===== config.mk =====
export PLATFORM = sky130hd
export DESIGN_NAME = rcvr_fifo
export DESIGN_NICKNAME = d
export VERILOG_FILES = /design/src/rtl/rcvr_fifo.sv
export SDC_FILE = /design/constraint.sdc
export NUM_CORES = 1
export LEC_CHECK = 0
export CAP_MARGIN = 30
export CORE_MARGIN = 2
export CORE_UTILIZATION = 30
export CTS_BUF_LIST = sky130_fd_sc_hd__clkbuf_8
export DETAILED_ROUTE_END_ITERATION = 10
export GPL_ROUTABILITY_DRIVEN = 0
export SKIP_LAST_GASP = 1
export SLEW_MARGIN = 20
export SYNTH_ARGS = -nofsm -noshare
export SYNTH_HDL_FRONTEND = slang
export SYNTH_SLANG_ARGS = --single-unit
export TNS_END_PERCENT = 1

===== constraint.sdc =====
create_clock -name sclk -period 5.4 [get_ports sclk]
set_clock_uncertainty 0.15 [all_clocks]
set_input_delay 1.08 -clock sclk [delete_from_list [all_inputs] [get_ports sclk]]
set_output_delay 1.08 -clock sclk [all_outputs]
set_load 0.005 [all_outputs]

===== src/rtl/rcvr_fifo.sv =====
`default_nettype none
// ============================================================================
// Module   : rcvr_fifo
// Brief    : Serial packet receiver with an output word FIFO.
//            Hunts the serial stream for a HEADER_SIZE-bit header (MSB
//            first, any bit alignment), captures the BODY_SIZE body bits
//            that follow, packs them MSB first into DATA_WIDTH words and
//            queues them in a FIFO_DEPTH-word FIFO drained by ready/ack.
//            A packet that cannot fit whole is dropped and flagged.
// Ports    :
//   sclk      in   1           clock, all state updates on rising edge
//   rst       in   1           asynchronous active-low reset
//   sdata     in   1           serial data, sampled on rising sclk
//   ack       in   1           pop request for the head word
//   ready     out  1           FIFO non-empty, dout is valid
//   dout      out  DATA_WIDTH  head-of-FIFO word (holds when empty)
//   level     out  clog2(D)+1  FIFO occupancy
//   overflow  out  1           one-cycle pulse when a packet is dropped
// Revision : 1.0 - initial release
// ============================================================================
module rcvr_fifo #(
  parameter int                     HEADER_SIZE  = 8,
  parameter logic [HEADER_SIZE-1:0] HEADER_VALUE = 8'hA5,
  parameter int                     BODY_SIZE    = 16,
  parameter int                     DATA_WIDTH   = 8,
  parameter int                     FIFO_DEPTH   = 4
) (
  input  logic                          sclk,
  input  logic                          rst,
  input  logic                          sdata,
  input  logic                          ack,
  output logic                          ready,
  output logic [DATA_WIDTH-1:0]         dout,
  output logic [$clog2(FIFO_DEPTH):0]   level,
  output logic                          overflow
);

  // --------------------------------------------------------------------------
  // Derived sizes and constants
  // --------------------------------------------------------------------------
  localparam int WPP = BODY_SIZE / DATA_WIDTH;                  // words per packet
  localparam int AW  = (FIFO_DEPTH > 1) ? $clog2(FIFO_DEPTH) : 1;
  localparam int LW  = $clog2(FIFO_DEPTH) + 1;
  localparam int BCW = (BODY_SIZE > 1) ? $clog2(BODY_SIZE) : 1;
  localparam int WCW = (DATA_WIDTH > 1) ? $clog2(DATA_WIDTH) : 1;

  localparam logic [BCW-1:0] C_BODY_LAST = BCW'(BODY_SIZE - 1);
  localparam logic [WCW-1:0] C_WORD_LAST = WCW'(DATA_WIDTH - 1);
  localparam logic [LW-1:0]  C_DEPTH     = LW'(FIFO_DEPTH);
  localparam logic [LW-1:0]  C_WPP       = LW'(WPP);

  typedef enum logic [1:0] {
    ST_HUNT = 2'd0,
    ST_BODY = 2'd1,
    ST_DROP = 2'd2
  } state_t;

  // --------------------------------------------------------------------------
  // State and storage
  // --------------------------------------------------------------------------
  state_t                  r_state;
  state_t                  w_state_next;

  logic [HEADER_SIZE-1:0]  r_sreg;       // header hunt shift register
  logic [BCW-1:0]          r_bcnt;       // body bit index
  logic [WCW-1:0]          r_wbit;       // bit index within current word
  logic [DATA_WIDTH-1:0]   r_word;       // word under assembly

  logic [DATA_WIDTH-1:0]   r_mem [FIFO_DEPTH];
  logic [AW-1:0]           r_wr_ptr;
  logic [AW-1:0]           r_rd_ptr;
  logic [LW-1:0]           r_level;
  logic                    r_ready;
  logic [DATA_WIDTH-1:0]   r_dout;
  logic                    r_overflow;

  // --------------------------------------------------------------------------
  // Combinational helpers
  // --------------------------------------------------------------------------
  logic [HEADER_SIZE-1:0]  w_hdr_shift;
  logic                    w_hdr_match;
  logic [DATA_WIDTH-1:0]   w_word_shift;
  logic                    w_word_done;
  logic                    w_body_last;
  logic [LW-1:0]           w_free;
  logic                    w_push;
  logic                    w_pop;
  logic                    w_ovf_set;
  logic [LW-1:0]           w_level_next;
  logic [AW-1:0]           w_rd_next;
  logic [DATA_WIDTH-1:0]   w_head_next;

  // The match is taken on the shifted-in value so the header is recognised
  // at the very edge that samples its last bit.
  assign w_hdr_shift  = HEADER_SIZE'({r_sreg, sdata});
  assign w_hdr_match  = (w_hdr_shift == HEADER_VALUE);
  assign w_word_shift = DATA_WIDTH'({r_word, sdata});
  assign w_word_done  = (r_wbit == C_WORD_LAST);
  assign w_body_last  = (r_bcnt == C_BODY_LAST);

  // Space is reserved for the whole packet when its header arrives, so a
  // body write can never land on a full FIFO; pops during the body only
  // add room.
  assign w_free       = C_DEPTH - r_level;

  assign w_pop        = ack & r_ready;
  assign w_level_next = r_level + LW'(w_push) - LW'(w_pop);
  assign w_rd_next    = w_pop ? (r_rd_ptr + AW'(1)) : r_rd_ptr;

  // The head after this edge may be the word being written right now
  // (empty FIFO, or the pop exposes the slot currently being filled).
  assign w_head_next  = (w_push && (r_wr_ptr == w_rd_next)) ? w_word_shift
                                                           : r_mem[w_rd_next];

  // --------------------------------------------------------------------------
  // FSM: state register
  // --------------------------------------------------------------------------
  always_ff @(posedge sclk or negedge rst) begin
    if (!rst) begin
      r_state <= ST_HUNT;
    end else begin
      r_state <= w_state_next;
    end
  end

  // --------------------------------------------------------------------------
  // FSM: next state and control outputs
  // --------------------------------------------------------------------------
  always_comb begin
    w_state_next = r_state;
    w_push       = 1'b0;
    w_ovf_set    = 1'b0;
    case (r_state)
      ST_HUNT: begin
        if (w_hdr_match) begin
          if (w_free >= C_WPP) begin
            w_state_next = ST_BODY;
          end else begin
            w_state_next = ST_DROP;
            w_ovf_set    = 1'b1;
          end
        end
      end
      ST_BODY: begin
        w_push = w_word_done;
        if (w_body_last) begin
          w_state_next = ST_HUNT;
        end
      end
      ST_DROP: begin
        if (w_body_last) begin
          w_state_next = ST_HUNT;
        end
      end
      default: begin
        w_state_next = ST_HUNT;
      end
    endcase
  end

  // --------------------------------------------------------------------------
  // Receive datapath: header hunt, body counting, word assembly
  // --------------------------------------------------------------------------
  always_ff @(posedge sclk or negedge rst) begin
    if (!rst) begin
      r_sreg     <= '0;
      r_bcnt     <= '0;
      r_wbit     <= '0;
      r_word     <= '0;
      r_overflow <= 1'b0;
    end else begin
      r_overflow <= w_ovf_set;
      if (r_state == ST_HUNT) begin
        // Cleared on match so the hunt restarts from a clean register
        // after the body; body bits never feed the hunt register.
        r_sreg <= w_hdr_match ? '0 : w_hdr_shift;
        r_bcnt <= '0;
        r_wbit <= '0;
      end else begin
        r_sreg <= '0;
        r_word <= w_word_shift;
        r_bcnt <= w_body_last ? '0 : (r_bcnt + BCW'(1));
        r_wbit <= w_word_done ? '0 : (r_wbit + WCW'(1));
      end
    end
  end

  // --------------------------------------------------------------------------
  // FIFO storage, pointers, occupancy and registered head
  // --------------------------------------------------------------------------
  always_ff @(posedge sclk or negedge rst) begin
    if (!rst) begin
      for (int i = 0; i < FIFO_DEPTH; i++) begin
        r_mem[i] <= '0;
      end
      r_wr_ptr <= '0;
      r_rd_ptr <= '0;
      r_level  <= '0;
      r_ready  <= 1'b0;
      r_dout   <= '0;
    end else begin
      if (w_push) begin
        r_mem[r_wr_ptr] <= w_word_shift;
        r_wr_ptr        <= r_wr_ptr + AW'(1);
      end
      r_rd_ptr <= w_rd_next;
      r_level  <= w_level_next;
      r_ready  <= (w_level_next != '0);
      // Head only refreshes while there is something to show, so the last
      // popped word stays on dout once the FIFO empties.
      if (w_level_next != '0) begin
        r_dout <= w_head_next;
      end
    end
  end

  // --------------------------------------------------------------------------
  // Outputs
  // --------------------------------------------------------------------------
  assign ready    = r_ready;
  assign dout     = r_dout;
  assign level    = r_level;
  assign overflow = r_overflow;

endmodule

`default_nettype wire

==> results of run 1 <==
[metal layers]
| layer | part of all wire, % | wire [um] |
|---|---|---|
| met5 | 0 | 0 |
| met2 | 48 | 3290 |
| met3 | 2.5 | 168 |
| met4 | 2.0 | 136 |
| met1 | 47 | 3210 |
[cell usage in the layout (no fill, tap or decap), types with 2 or more instances in the layout]
master,n
dfrtp_1,72
nand2_1,52
o21ai_0,37
inv_1,21
clkdlybuf4s50_1,15
ha_1,13
mux4_2,10
clkbuf_8,10
mux2i_1,8
and2_1,6
mux4_1,6
xnor2_1,5
mux2_2,5
o221ai_1,5
nor3_1,4
nor2b_1,3
and3_1,3
o221ai_2,3
buf_4,3
nor2_1,2
nor4bb_1,2
a21oi_1,2
xor2_1,2
o31ai_1,2
[cell families (layout without fill, tap and decap cells)]
logic type      after synthesis  count (layout)  share of synthesized area [%]
compound gates               53              53                           9.62
xor+xnor                      9               9                           2.72
flops                        72              72                           52.3
mux                          29              29                           15.1
buf+inv                      34              54                           4.32
simple gates                 78              78                           10.7
fa+ha+maj                    14              14                           5.30
[critical path, cell delays in order]
cell,delay [ns]
clkdlybuf4s50_1,0.40
nand2_1,0.06
buf_4,0.23
inv_1,0.08
ha_1,0.27
inv_1,0.04
ha_1,0.18
fa_1,0.37
xnor2_1,0.24
xnor2_2,0.17
nor3_4,0.10
or3_1,0.50
o221ai_1,0.23
[flip-flops by register name, indices dropped and copies added, names as in the netlist]
| name | flops |
|---|---|
| r_wbit | 3 |
| r_wr_ptr | 2 |
| dout | 8 |
| r_mem | 32 |
| r_rd_ptr | 2 |
| overflow | 1 |
| r_state | 2 |
| ready | 1 |
| r_word | 7 |
| level | 3 |
| r_bcnt | 4 |
| r_sreg | 7 |
[synth_stat cells]
library cell  number
and4_1             1
buf_4              1
mux4_1             6
mux2_2             5
and3_1             3
and2_1             6
o21ai_2            1
a22o_1             1
dfrtp_1           72
xor2_2             1
nor4bb_1           2
clkbuf_1           8
a31oi_1            1
o31ai_1            2
nor4_1             1
o221ai_1           5
xnor2_2            1
a21oi_1            2
xnor2_1            5
nand3_1            1
nor2b_1            3
o21ai_0           37
buf_1              1
nor3_1             4
nand2_1           52
mux2i_1            8
buf_2              2
mux4_2            10
ha_1              13
nor3_4             1
inv_2              1
nor2_1             2
xor2_1             2
or3_1              1
inv_1             19
o221ai_2           3
nand4b_1           1
fa_1               1
a311oi_1           1
buf_6              2
[through the flow]
step | std cells | worst slack [ns] | utilization [%] | hold slack [ns] | cell area, um2
after floorplan | 289 | 1.77 | - | 0.263 | 3450
after global placement | 437 | 1.21 | 32.9 | 0.278 | 3730
after detailed placement | 437 | 1.13 | 32.9 | 0.282 | 3730
after CTS | 452 | 1.51 | 34.6 | 0.299 | 3920
after global routing | 452 | 1.23 | 34.6 | 0.326 | 3920
final | 452 | 1.53 | 34.6 | 0.296 | 3920
[area by class of cell]
cell class	count	area [um2]	share of cell area, %
Clock buffer	10	138	3.51
Clock inverter	5	50.0	1.28
Sequential cell	72	1800	46.0
Inverter	20	75.1	1.92
Timing Repair Buffer	19	178	4.54
Tap cell	143	179	4.57
Multi-Input combinational cell	183	1500	38.2
[where the power goes]
group	internal (uW)	total, uW	switching [uW]
clock	219	416	197
sequential	614	713	98.8
combinational	183	406	223
[worst min-delay path by stage]
stage | to | slack [ns] | cells after the start
after floorplan | r_wbit[0]$_DFF_PN0_ | 0.26 | 1
after detailed placement | r_wbit[0]$_DFF_PN0_ | 0.28 | 1
after global placement | r_wbit[0]$_DFF_PN0_ | 0.28 | 1
final | r_wbit[0]$_DFF_PN0_ | 0.30 | 1
after CTS | r_wbit[0]$_DFF_PN0_ | 0.30 | 1
after global routing | r_wbit[0]$_DFF_PN0_ | 0.33 | 1
==> metrics, run 1 <==
status finished, final reports clean; Critical Path Start ack; die width 111 um; element type at the critical path end flip-flop; Layout Area Growth over Synthesis 13.6%; via count 2,194; initial DRC count 104; Yosys warnings 0; Die Y 111 um; register area share after synthesis 52.3%; Final Hold Viols 0; Post-Syn Area 3450 um2; Leak 0.00174 uW; Synth Area per Inst 11.9 um2; Slew Limit Fails 0; Worst Max-Slew Pin Slew 0.887 ns; initial antenna violation count 0; crit path DAT 3.98 ns; grt peak-use layer met2; met1 usage 15.4%; Total GRT Usage 12.0%; full die area 12,400 um2; met2 GRT Util 19.3%; core area 11,300 um2; total power 1540 uW; synth top area cells dfrtp_1 (52%), mux4_2 (6.5%), nand2_1 (5.7%); largest area contributor in the netlist dfrtp_1; Hold Buf Count CTS 0; n_diodes 0; Starting Density 30.4%; worst-path fanout max 11; Avg WL per Cell 15.1 um; first-pass GRT wire length 11,500 um; Longest Clk Path Bufs 2; critical path class input pin to flip-flop; count of final setup violators 0; HP Start r_wbit[0]$_DFF_PN0_; later-pin clock latency in the skew report 0.35 ns; Clock Pin Slew Worst Setup and Hold Paths 0.07 ns; cells after synthesis 289; CP required 5.51 ns; clock sink count 72; post-CTS resize count 0; crit start category input pin; worst r2r src r_wbit[0]$_DFF_PN0_; r2r endpoint dout[2]$_DFFE_PN0P_; power density cells 392 nW/um2; Tcrit/Tclk final 71.7%; largest net degree at the start of global routing 38; Mapped Nets 307; DRC violations left 0; DRT Pass-1 Iters 4; Root Driver clkbuf_8; CTS buffer count 9; vias in the first global route 2,195; setup repair bufs after CTS 0; GR Util met3 3.12%; grt ovf 0; worst setup path endpoint dout[2]$_DFFE_PN0P_; highest clock rate 0.258 GHz; Final min period 3.87 ns; Final ANT Viol Nets 0; #FFs+latches synth 72; unrepaired setup endpoints after global routing false; Max-Cap Viols 0; Max-Slew Margin vs Limit 40.9%; Peak VDD IR 156 uV; WL final 6810 um; post-DR vias/cell 4.85; Worst R2R Path Depth 13; number of port buffers 16; layout cells sized above 1 12.9%; IO Pins 17; R2R setup slack 1.86 ns; post-synth top area share 52.3%; setup TNS 0 ns; htree depth 3; NumNets Final 323; HPWL Detailed 4610 um; Tightest Hold Check Type flip-flop to flip-flop; CTS tree done; Synth cell types 40; Filler Cell Count 1,141; # rows 39
Power figures use the tool's default switching activity.
==> inputs of run 2 (changes only) <==
clock period = 3.3 ns   (was 5.4 ns; I/O delays follow)
==> run 2 against run 1 <==
Via count increased by 0.77%. Wire length grew 1.8%. Setup slack got worse by 1.4 ns. Register-to-register slack got worse by 1.7 ns. Final area rose by 2.0%. Sequential power rose by 54%. Die area stayed put. Total power increased by 68%. Clock-buffer cell count did not move. Hold slack got worse by 0.057 ns. Combinational power increased by 120%. Flip-flop and latch count unchanged.
==> metrics, run 2 (synthesized netlist as in run 1, its figures left out) <==
status finished, final reports clean; initial DRC count 123; total power 2580 uW; Tcrit/Tclk final 94.6%; Starting Density 30.4%; Final Hold Viols 0; Total GRT Usage 11.9%; Peak VDD IR 470 uV; full die area 12,400 um2; HPWL Detailed 4640 um; count of final setup violators 0; Leak 0.00178 uW; Top reg by flops r_mem; crit path DAT 3.22 ns; Final ANT Viol Nets 0; most common cell after layout, fill and taps aside dfrtp_1; Root Driver clkbuf_8; critical path class flip-flop to flip-flop; Hold Buf Count CTS 0; Clock Pin Slew Worst Setup and Hold Paths 0.08 ns; multi-input logic area 1530 um2; initial antenna violation count 0; Avg WL per Cell 15.1 um; Tightest Hold Check Type input pin to async pin; Layout Area Growth over Synthesis 16.0%; storage element area 1800 um2; WHS 0.239 ns; Worst Max-Slew Pin Slew 0.763 ns; DRC violations left 0; max reg flops 32; CP required 3.40 ns; layout cells sized above 1 17.0%; htree depth 3; crit start category flip-flop; most frequent cells in the layout dfrtp_1 (72), nand2_1 (52), o21ai_0 (37), inv_1 (20), clkdlybuf4s50_1 (15); IO Pins 17; WL final 6930 um; n_diodes 0; die width 111 um; number of port buffers 16; Longest Clk Path Bufs 2; clock sink count 72; unrepaired setup endpoints after global routing false; Slew Limit Fails 0; # rows 39; grt ovf 0; cell area after layout 4000 um2; largest net degree at the start of global routing 42; later-pin clock latency in the skew report 0.34 ns; element type at the critical path end flip-flop; DRT Pass-1 Iters 4; Worst Setup Slack, final 0.178 ns; vias in the first global route 2,191; core area 11,300 um2; NumNets Final 331; Max-Slew Margin vs Limit 49.1%; via count 2,211; post-placement worst setup slack -0.260 ns; power density cells 645 nW/um2; worst-path fanout max 7; CTS tree done; post-DR vias/cell 4.81; highest clock rate 0.320 GHz; Die Y 111 um; Max-Cap Viols 0; Final min period 3.12 ns; CTS buffer count 9; Filler Cell Count 1,124; Area after DPL 3790 um2; first-pass GRT wire length 11,500 um
[run 2: final cells by class]
cell class	instances	area share, %
tap	143	4.48
inverter	20	1.88
sequential	72	45.1
clock buffer	10	3.44
timing repair buffer	27	6.26
clock inverter	5	0.657
multi-input combinational	183	38.2
[run 2: stage by stage]
stage	cells	util [%]	TNS, ns
3_3_place_gp	444	33.5	-1.19
6_report	460	35.3	0
4_1_cts	459	35.0	0
5_1_grt	460	35.3	0
2_1_floorplan	289	-	0
3_5_place_dp	444	33.5	-1.86
[run 2: worst paths after layout]
path                                     start                    end  slack [ns]  depth (start not counted)
setup / recovery           r_wbit[0]$_DFF_PN0_    dout[0]$_DFFE_PN0P_        0.18                         13
hold reg to reg            r_wbit[0]$_DFF_PN0_    r_wbit[0]$_DFF_PN0_        0.30                          1
hold / removal                             rst    r_bcnt[1]$_DFF_PN0_        0.24                          1
max in group asynchronous                  rst  r_mem[31]$_DFFE_PN0P_        2.08                          2
setup reg to reg           r_wbit[0]$_DFF_PN0_    dout[0]$_DFFE_PN0P_        0.18                         13
min in group sclk          r_wbit[0]$_DFF_PN0_    r_wbit[0]$_DFF_PN0_        0.30                          1
[run 2: routing by layer]
metal  track usage (%)  vias to the layer above  share of wire [%]  wire, um
li1                  -                     1060                  -         -
met1              16.0                     1118                 48      3290
met2              18.4                       23                 48      3320
met3              2.68                       10                2.6       179
met4              5.43                        0                1.9       132
met5                 0                        -                  0         0
[run 2: repair_timing]
| item | 4_1_cts | 5_1_grt |
|---|---|---|
| resized for setup | 0 | 7 |
| setup endpoints to repair | 0 | 8 |
| buffers inserted | 0 | 1 |
[run 2: power breakdown]
part | internal, uW | total (uW) | switching, uW
Combinational | 395 | 879 | 484
Clock | 283 | 602 | 320
Sequential | 1010 | 1100 | 91.8
Total | 1680 | 2580 | 896
[run 2: worst max-delay path, cell delays in order (launching register included)]
cell and delay, ns:
dfrtp_1 0.39, ha_1 0.20, ha_1 0.19, and2_4 0.16, inv_2 0.09, ha_1 0.14, inv_1 0.04, ha_1 0.19
fa_2 0.36, xnor2_2 0.16, xnor2_2 0.25, nor3_4 0.08, or3_4 0.44, o221ai_1 0.19
